[config.mk]
export PLATFORM = sky130hd
export DESIGN_NAME = updown_counter_n
export DESIGN_NICKNAME = d
export VERILOG_FILES = /design/src/rtl/count_pkg.sv /design/src/rtl/count_limit_step.sv /design/src/rtl/updown_counter_n.sv
export SDC_FILE = /design/constraint.sdc
export NUM_CORES = 1
export LEC_CHECK = 0
export ABC_AREA = 1
export BUFFER_PORTS_ARGS = -buffer_cell sky130_fd_sc_hd__buf_2
export CAP_MARGIN = 10
export CORE_MARGIN = 2
export CORE_UTILIZATION = 35
export DETAILED_ROUTE_END_ITERATION = 8
export HOLD_SLACK_MARGIN = 0.03
export PLACE_DENSITY = 0.55
export SYNTH_ARGS = -nofsm -noshare
export SYNTH_HDL_FRONTEND = slang
export SYNTH_HIERARCHICAL = 1
export SYNTH_SLANG_ARGS = --single-unit
[constraint.sdc]
create_clock -name clk_i -period 1.74 [get_ports clk_i]
set_clock_uncertainty 0.05 [all_clocks]
set_input_delay 0.348 -clock clk_i [delete_from_list [all_inputs] [get_ports clk_i]]
set_output_delay 0.348 -clock clk_i [all_outputs]
set_load 0.005 [all_outputs]
[src/rtl/count_pkg.sv]
// Shared types and helpers for the parametrised up/down counter.
package count_pkg;

    localparam int unsigned MODE_W = 2;

    // Operating mode of the counter; also driven out as the registered state.
    typedef enum logic [MODE_W-1:0] {
        HOLD = 2'd0,
        UP   = 2'd1,
        DOWN = 2'd2,
        LOAD = 2'd3
    } mode_e;

    // Clamp value into [lo, hi]; used for out-of-range load data.
    function automatic int unsigned range_clamp(input int unsigned value,
                                                input int unsigned lo,
                                                input int unsigned hi);
        if (value < lo) begin
            return lo;
        end
        if (value > hi) begin
            return hi;
        end
        return value;
    endfunction

endpackage

[src/rtl/count_limit_step.sv]
// Combinational next-value and terminal-count logic for updown_counter_n.
// Works in WIDTH+2 bits so q+step / q-step never overflow before the limit compare.
module count_limit_step
    import count_pkg::*;
#(
    parameter int unsigned WIDTH    = 8,
    parameter int unsigned STEP_W   = 4,
    parameter int unsigned MIN_VAL  = 0,
    parameter int unsigned MAX_VAL  = (1 << WIDTH) - 1,
    parameter int unsigned SATURATE = 0
) (
    input  logic [WIDTH-1:0]  q_i,
    input  logic [STEP_W-1:0] step_i,
    input  mode_e             mode_i,
    output logic [WIDTH-1:0]  q_next_o,
    output logic              tc_up_o,
    output logic              tc_dn_o,
    output logic              crossed_o
);

    localparam int unsigned EXT_W = WIDTH + 2;
    localparam logic [EXT_W-1:0] MIN_EXT  = EXT_W'(MIN_VAL);
    localparam logic [EXT_W-1:0] MAX_EXT  = EXT_W'(MAX_VAL);
    localparam logic [EXT_W-1:0] ONE_EXT  = EXT_W'(1);
    localparam logic [EXT_W-1:0] SPAN_EXT = MAX_EXT - MIN_EXT + ONE_EXT;

    logic [EXT_W-1:0] q_ext;
    logic [EXT_W-1:0] step_ext;
    logic [EXT_W-1:0] step_eff;
    logic [EXT_W-1:0] sum;
    logic [EXT_W-1:0] floor_v;

    assign q_ext    = EXT_W'(q_i);
    assign step_ext = EXT_W'(step_i);
    // An oversized step is cut down to one full trip round the range.
    assign step_eff = (step_ext > SPAN_EXT) ? SPAN_EXT : step_ext;
    assign sum      = q_ext + step_eff;
    // q - step >= MIN_VAL is rewritten as q >= MIN_VAL + step to stay unsigned.
    assign floor_v  = MIN_EXT + step_eff;

    // Next count value, limit handling and terminal-count flags for the decoded mode.
    always_comb begin
        q_next_o  = q_i;
        tc_up_o   = 1'b0;
        tc_dn_o   = 1'b0;
        crossed_o = 1'b0;
        if (step_eff != '0) begin
            case (mode_i)
                UP: begin
                    tc_up_o = (sum >= MAX_EXT);
                    if (sum <= MAX_EXT) begin
                        q_next_o = WIDTH'(sum);
                    end else begin
                        crossed_o = 1'b1;
                        if (SATURATE != 0) begin
                            q_next_o = WIDTH'(MAX_VAL);
                        end else begin
                            q_next_o = WIDTH'(sum - MAX_EXT - ONE_EXT + MIN_EXT);
                        end
                    end
                end
                DOWN: begin
                    tc_dn_o = (q_ext <= floor_v);
                    if (q_ext >= floor_v) begin
                        q_next_o = WIDTH'(q_ext - step_eff);
                    end else begin
                        crossed_o = 1'b1;
                        if (SATURATE != 0) begin
                            q_next_o = WIDTH'(MIN_VAL);
                        end else begin
                            // MAX - (MIN - (q - step) - 1), reordered to avoid negatives.
                            q_next_o = WIDTH'(MAX_EXT + q_ext + ONE_EXT - floor_v);
                        end
                    end
                end
                default: begin
                end
            endcase
        end
    end

endmodule

[src/rtl/updown_counter_n.sv]
// Parametrised up/down counter with range, runtime step, load, wrap/saturate
// and registered terminal-count pulses.
// Optional sticky overflow flag: define UPDOWN_COUNTER_N_STICKY_OVF_EN.
module updown_counter_n
    import count_pkg::*;
#(
    parameter int unsigned WIDTH    = 8,
    parameter int unsigned STEP_W   = 4,
    parameter int unsigned MIN_VAL  = 0,
    parameter int unsigned MAX_VAL  = (1 << WIDTH) - 1,
    parameter int unsigned SATURATE = 0,
    parameter int unsigned RST_VAL  = MIN_VAL
) (
    input  logic              clk_i,
    input  logic              rst_i,
    input  logic              en_i,
    input  logic              dir_i,
    input  logic              load_i,
    input  logic [WIDTH-1:0]  d_i,
    input  logic [STEP_W-1:0] step_i,
`ifdef UPDOWN_COUNTER_N_STICKY_OVF_EN
    input  logic              ovf_clr_i,
    output logic              ovf_o,
`endif
    output mode_e             state_o,
    output logic [WIDTH-1:0]  q_o,
    output logic              tc_up_o,
    output logic              tc_dn_o
);

    localparam int unsigned SPAN = MAX_VAL - MIN_VAL + 1;

    mode_e            mode_d;
    mode_e            state_q;
    logic [WIDTH-1:0] q_d;
    logic [WIDTH-1:0] q_q;
    logic [WIDTH-1:0] q_step;
    logic             tc_up_d;
    logic             tc_up_q;
    logic             tc_dn_d;
    logic             tc_dn_q;
    logic             limit_crossed;

    // Priority mode decode: load, then up, then down, else hold.
    always_comb begin
        mode_d = HOLD;
        if (load_i) begin
            mode_d = LOAD;
        end else if (en_i && dir_i) begin
            mode_d = UP;
        end else if (en_i) begin
            mode_d = DOWN;
        end
    end

    count_limit_step #(
        .WIDTH    (WIDTH),
        .STEP_W   (STEP_W),
        .MIN_VAL  (MIN_VAL),
        .MAX_VAL  (MAX_VAL),
        .SATURATE (SATURATE)
    ) u_limit_step (
        .q_i       (q_q),
        .step_i    (step_i),
        .mode_i    (mode_d),
        .q_next_o  (q_step),
        .tc_up_o   (tc_up_d),
        .tc_dn_o   (tc_dn_d),
        .crossed_o (limit_crossed)
    );

    // Load bypasses the arithmetic path; out-of-range data clamps to the nearest limit.
    always_comb begin
        if (mode_d == LOAD) begin
            q_d = WIDTH'(range_clamp(32'(d_i), MIN_VAL, MAX_VAL));
        end else begin
            q_d = q_step;
        end
    end

    // Counter, mode and terminal-count registers with synchronous reset.
    always_ff @(posedge clk_i) begin
        if (rst_i) begin
            q_q     <= WIDTH'(RST_VAL);
            state_q <= HOLD;
            tc_up_q <= 1'b0;
            tc_dn_q <= 1'b0;
        end else begin
            q_q     <= q_d;
            state_q <= mode_d;
            tc_up_q <= tc_up_d;
            tc_dn_q <= tc_dn_d;
        end
    end

    assign q_o     = q_q;
    assign state_o = state_q;
    assign tc_up_o = tc_up_q;
    assign tc_dn_o = tc_dn_q;

`ifdef UPDOWN_COUNTER_N_STICKY_OVF_EN
    logic ovf_d;
    logic ovf_q;

    // Set on a wrap/saturate crossing; set beats a same-cycle clear.
    always_comb begin
        ovf_d = limit_crossed | (ovf_q & ~ovf_clr_i);
    end

    // Sticky overflow register with synchronous reset.
    always_ff @(posedge clk_i) begin
        if (rst_i) begin
            ovf_q <= 1'b0;
        end else begin
            ovf_q <= ovf_d;
        end
    end

    assign ovf_o = ovf_q;
`else
    logic unused_limit_crossed;
    assign unused_limit_crossed = limit_crossed;
`endif

    // A counting step larger than the range span is truncated by the datapath.
    step_in_span_a: assert property (@(posedge clk_i) disable iff (rst_i)
        (en_i && !load_i) |-> (32'(step_i) <= SPAN));

endmodule
==> results.md <==
- Status: finished, violations left
- Failing checks: negative setup slack
- Final period demand of the worst path: 1880 ps
- All-layer global routing usage: 0.180
- CTS Buffer Depth: 2
- Hold Crit Class: in2reg
- Fmax: 531 MHz
- Startpoint types: flop
- Io pins: 29
- Post-route ant nets: 0
- Total gr overflow: 0
- RSZ-0062 raised after global routing: yes
- Worst Setup SP: q_o[0]
- Clk pin slew, worst setup/hold paths: 80 ps
- DP Area: 1690 µm²
- Final Net Count: between 300 and 400
- Layout cells sized above 1: 0.453
- Hold-fix buffers at CTS: 0
- Area growth from synthesis to layout: 51.3%
- DRC: 0
- Synth warnings: 6
- Clk_lat worst skew: 270 ps
- Worst-path cell chain: ha_4, fa_2, nand2_1, nor2_1, nand3_1, nor2_1, nand3_1, a21oi_1, inv_1, nor2_1
- Cells after Synth: 210
- Max incr delay on CP: 560 ps
- N_diodes: 0
- First-pass GRT wire length: 5870 µm
- Worst slew margin: 0.757
- Slew @ Worst Pin: between 300 and 400 ps
- Die Ht: 64.3 µm
- Setup crit end kind: flop
- Num CTS Buffers: 3
- Worst R2R Start: q_o[0]
- Critical Path RT: between 1500 and 2000 ps
- Peak fanout along the critical path: 3
- Max VDD drop: 0.000346 V
- Antenna violations before repair: 0
- CP dominant cell by count: nor2_1
- Final WL: 3640 µm
- Die area: 4140 µm²
- Clock sinks: 12
- Critical path capture point: tc_up_o
- Die width: roughly 64 µm
- HPWL after DPL: 2810 µm
- Vias in the first global route: 1,306
- Worst R2R Path Depth: 10
- FF-to-FF setup slack: -140 ps
- Avg Synthesized Cell Area: 6.07 µm²
- Critical Path AT: about 2100 ps
- Syn nets: roughly 240
- Fill count: 348
- CTS tree: built
- GP Congestion: 0.907
- Mapped cell area: 1270 µm²
- Largest net degree at the start of global routing: 10
- Core Rows: 21
- Pre-CTS WS: -341 ps
- Vias after detailed routing: 1,500
- Initial Utilization: 0.373
- Slowest stage cell, crit path: fa_2
- Core area: 3420 µm²
- Max-slew violations: 0
- DRT Pass-1 Iters: 4
- Worst reg2reg endpoint: tc_up_o
- Crit path kind: reg2reg
- Vias per cell: between 4 and 5
- Detailed Route Iter0 Violations: 77
- Placed cells: between 300 and 400
- I/O Buffers: 28
- Final worst setup slack: -143 ps
- Clock Tree Root: clkbuf_4
- Leak Pwr: 1.02 nW
- Final cell count without fillers: 320
- Fin. Hold Viols: 0
- Crit share post-route: 1.08
- Wirelength per Cell: approximately 11 µm
- Final setup fails: 5
- Post-route cell area: 1930 µm²
- Pwr Density: 579 nW/µm²
- MaxCap Viol Count: 0
- Fin Setup TNS: -393 ps
- H-tree lvl count: 1
## how the worst min path moves through the flow
stage,start,end,slack [ps],depth (start not counted)
after floorplan,rst_i,state_o[0],370,1
after global placement,d_i[3],q_o[3],520,3
after detailed placement,d_i[4],q_o[4],530,3
after CTS,d_i[5],q_o[5],230,3
after global routing,d_i[3],q_o[3],260,3
final,d_i[2],q_o[2],230,3
## stage by stage
stage / hold slack, ps / util / power [W]
after floorplan: 367 / - / 0.000627
after global placement: 518 / 0.495 / 0.000823
after detailed placement: 525 / 0.495 / 0.000818
after CTS: 233 / 0.516 / 0.00103
after global routing: 258 / 0.564 / 0.00120
final: 225 / 0.564 / 0.00111
## power breakdown
group	switching (W)	leakage [nW]	internal, W
clock	0.0000971	0.0138	0.0000802
sequential	0.0000258	0.101	0.000296
combinational	0.000322	0.906	0.000294
total	0.000445	1.02	0.000670
## per-layer routing
| metal | up-vias | GRT usage | wire (µm) |
|---|---|---|---|
| li1 | 795 | - | - |
| met1 | 656 | 0.261 | 1830 |
| met2 | 43 | 0.275 | 1590 |
| met3 | 6 | 0.0264 | 172 |
| met4 | 0 | 0.0505 | 48 |
| met5 | - | 0 | 0 |
## state kept, by name (all words and copies together), names as in the netlist
register / flops
q_o: 8
state_o: 2
tc_dn_o: 1
tc_up_o: 1
## area by class of cell
cell class	count	area, µm²	area share
Inverter	34	128	0.0662
Tap cell	46	57.6	0.0299
Multi-Input combinational cell	157	1030	0.532
Clock buffer	3	22.5	0.0117
Timing Repair Buffer	68	444	0.231
Sequential cell	12	249	0.129
## worst max-delay path: cells and delay by family (launching register included)
| kind | cells | cell delay, ps |
|---|---|---|
| fa+ha+maj | 2 | 720 |
| flops | 1 | 360 |
| simple gates | 6 | 520 |
| compound gates | 1 | 120 |
| buf+inv | 1 | 50 |
## placed cells by master, fill, tap and decap left out, types with 2 or more instances in the layout
cell type / n
o21ai_1: 5
ha_1: 4
buf_4: 39
nand2_2: 11
nand4_1: 2
inv_1: 26
nand3_1: 21
o21ai_0: 4
ha_4: 5
clkbuf_4: 3
buf_2: 28
nor3_1: 2
nand2_1: 39
fa_2: 2
dfxtp_1: 9
a21oi_2: 2
nor2_4: 3
inv_2: 8
nor2_1: 31
dfxtp_4: 2
nand3_2: 6
a21oi_1: 4
o21ai_2: 6
## what timing repair did
action | 4_1_cts | 5_1_grt
setup endpoints to repair | 8 | 9
pin swaps | 4 | 21
hold endpoints to repair | 0 | 0
cloned | 0 | 0
buffers inserted | 0 | 5
resized for setup | 14 | 42
No activity file was read; power rests on OpenSTA's default activity.
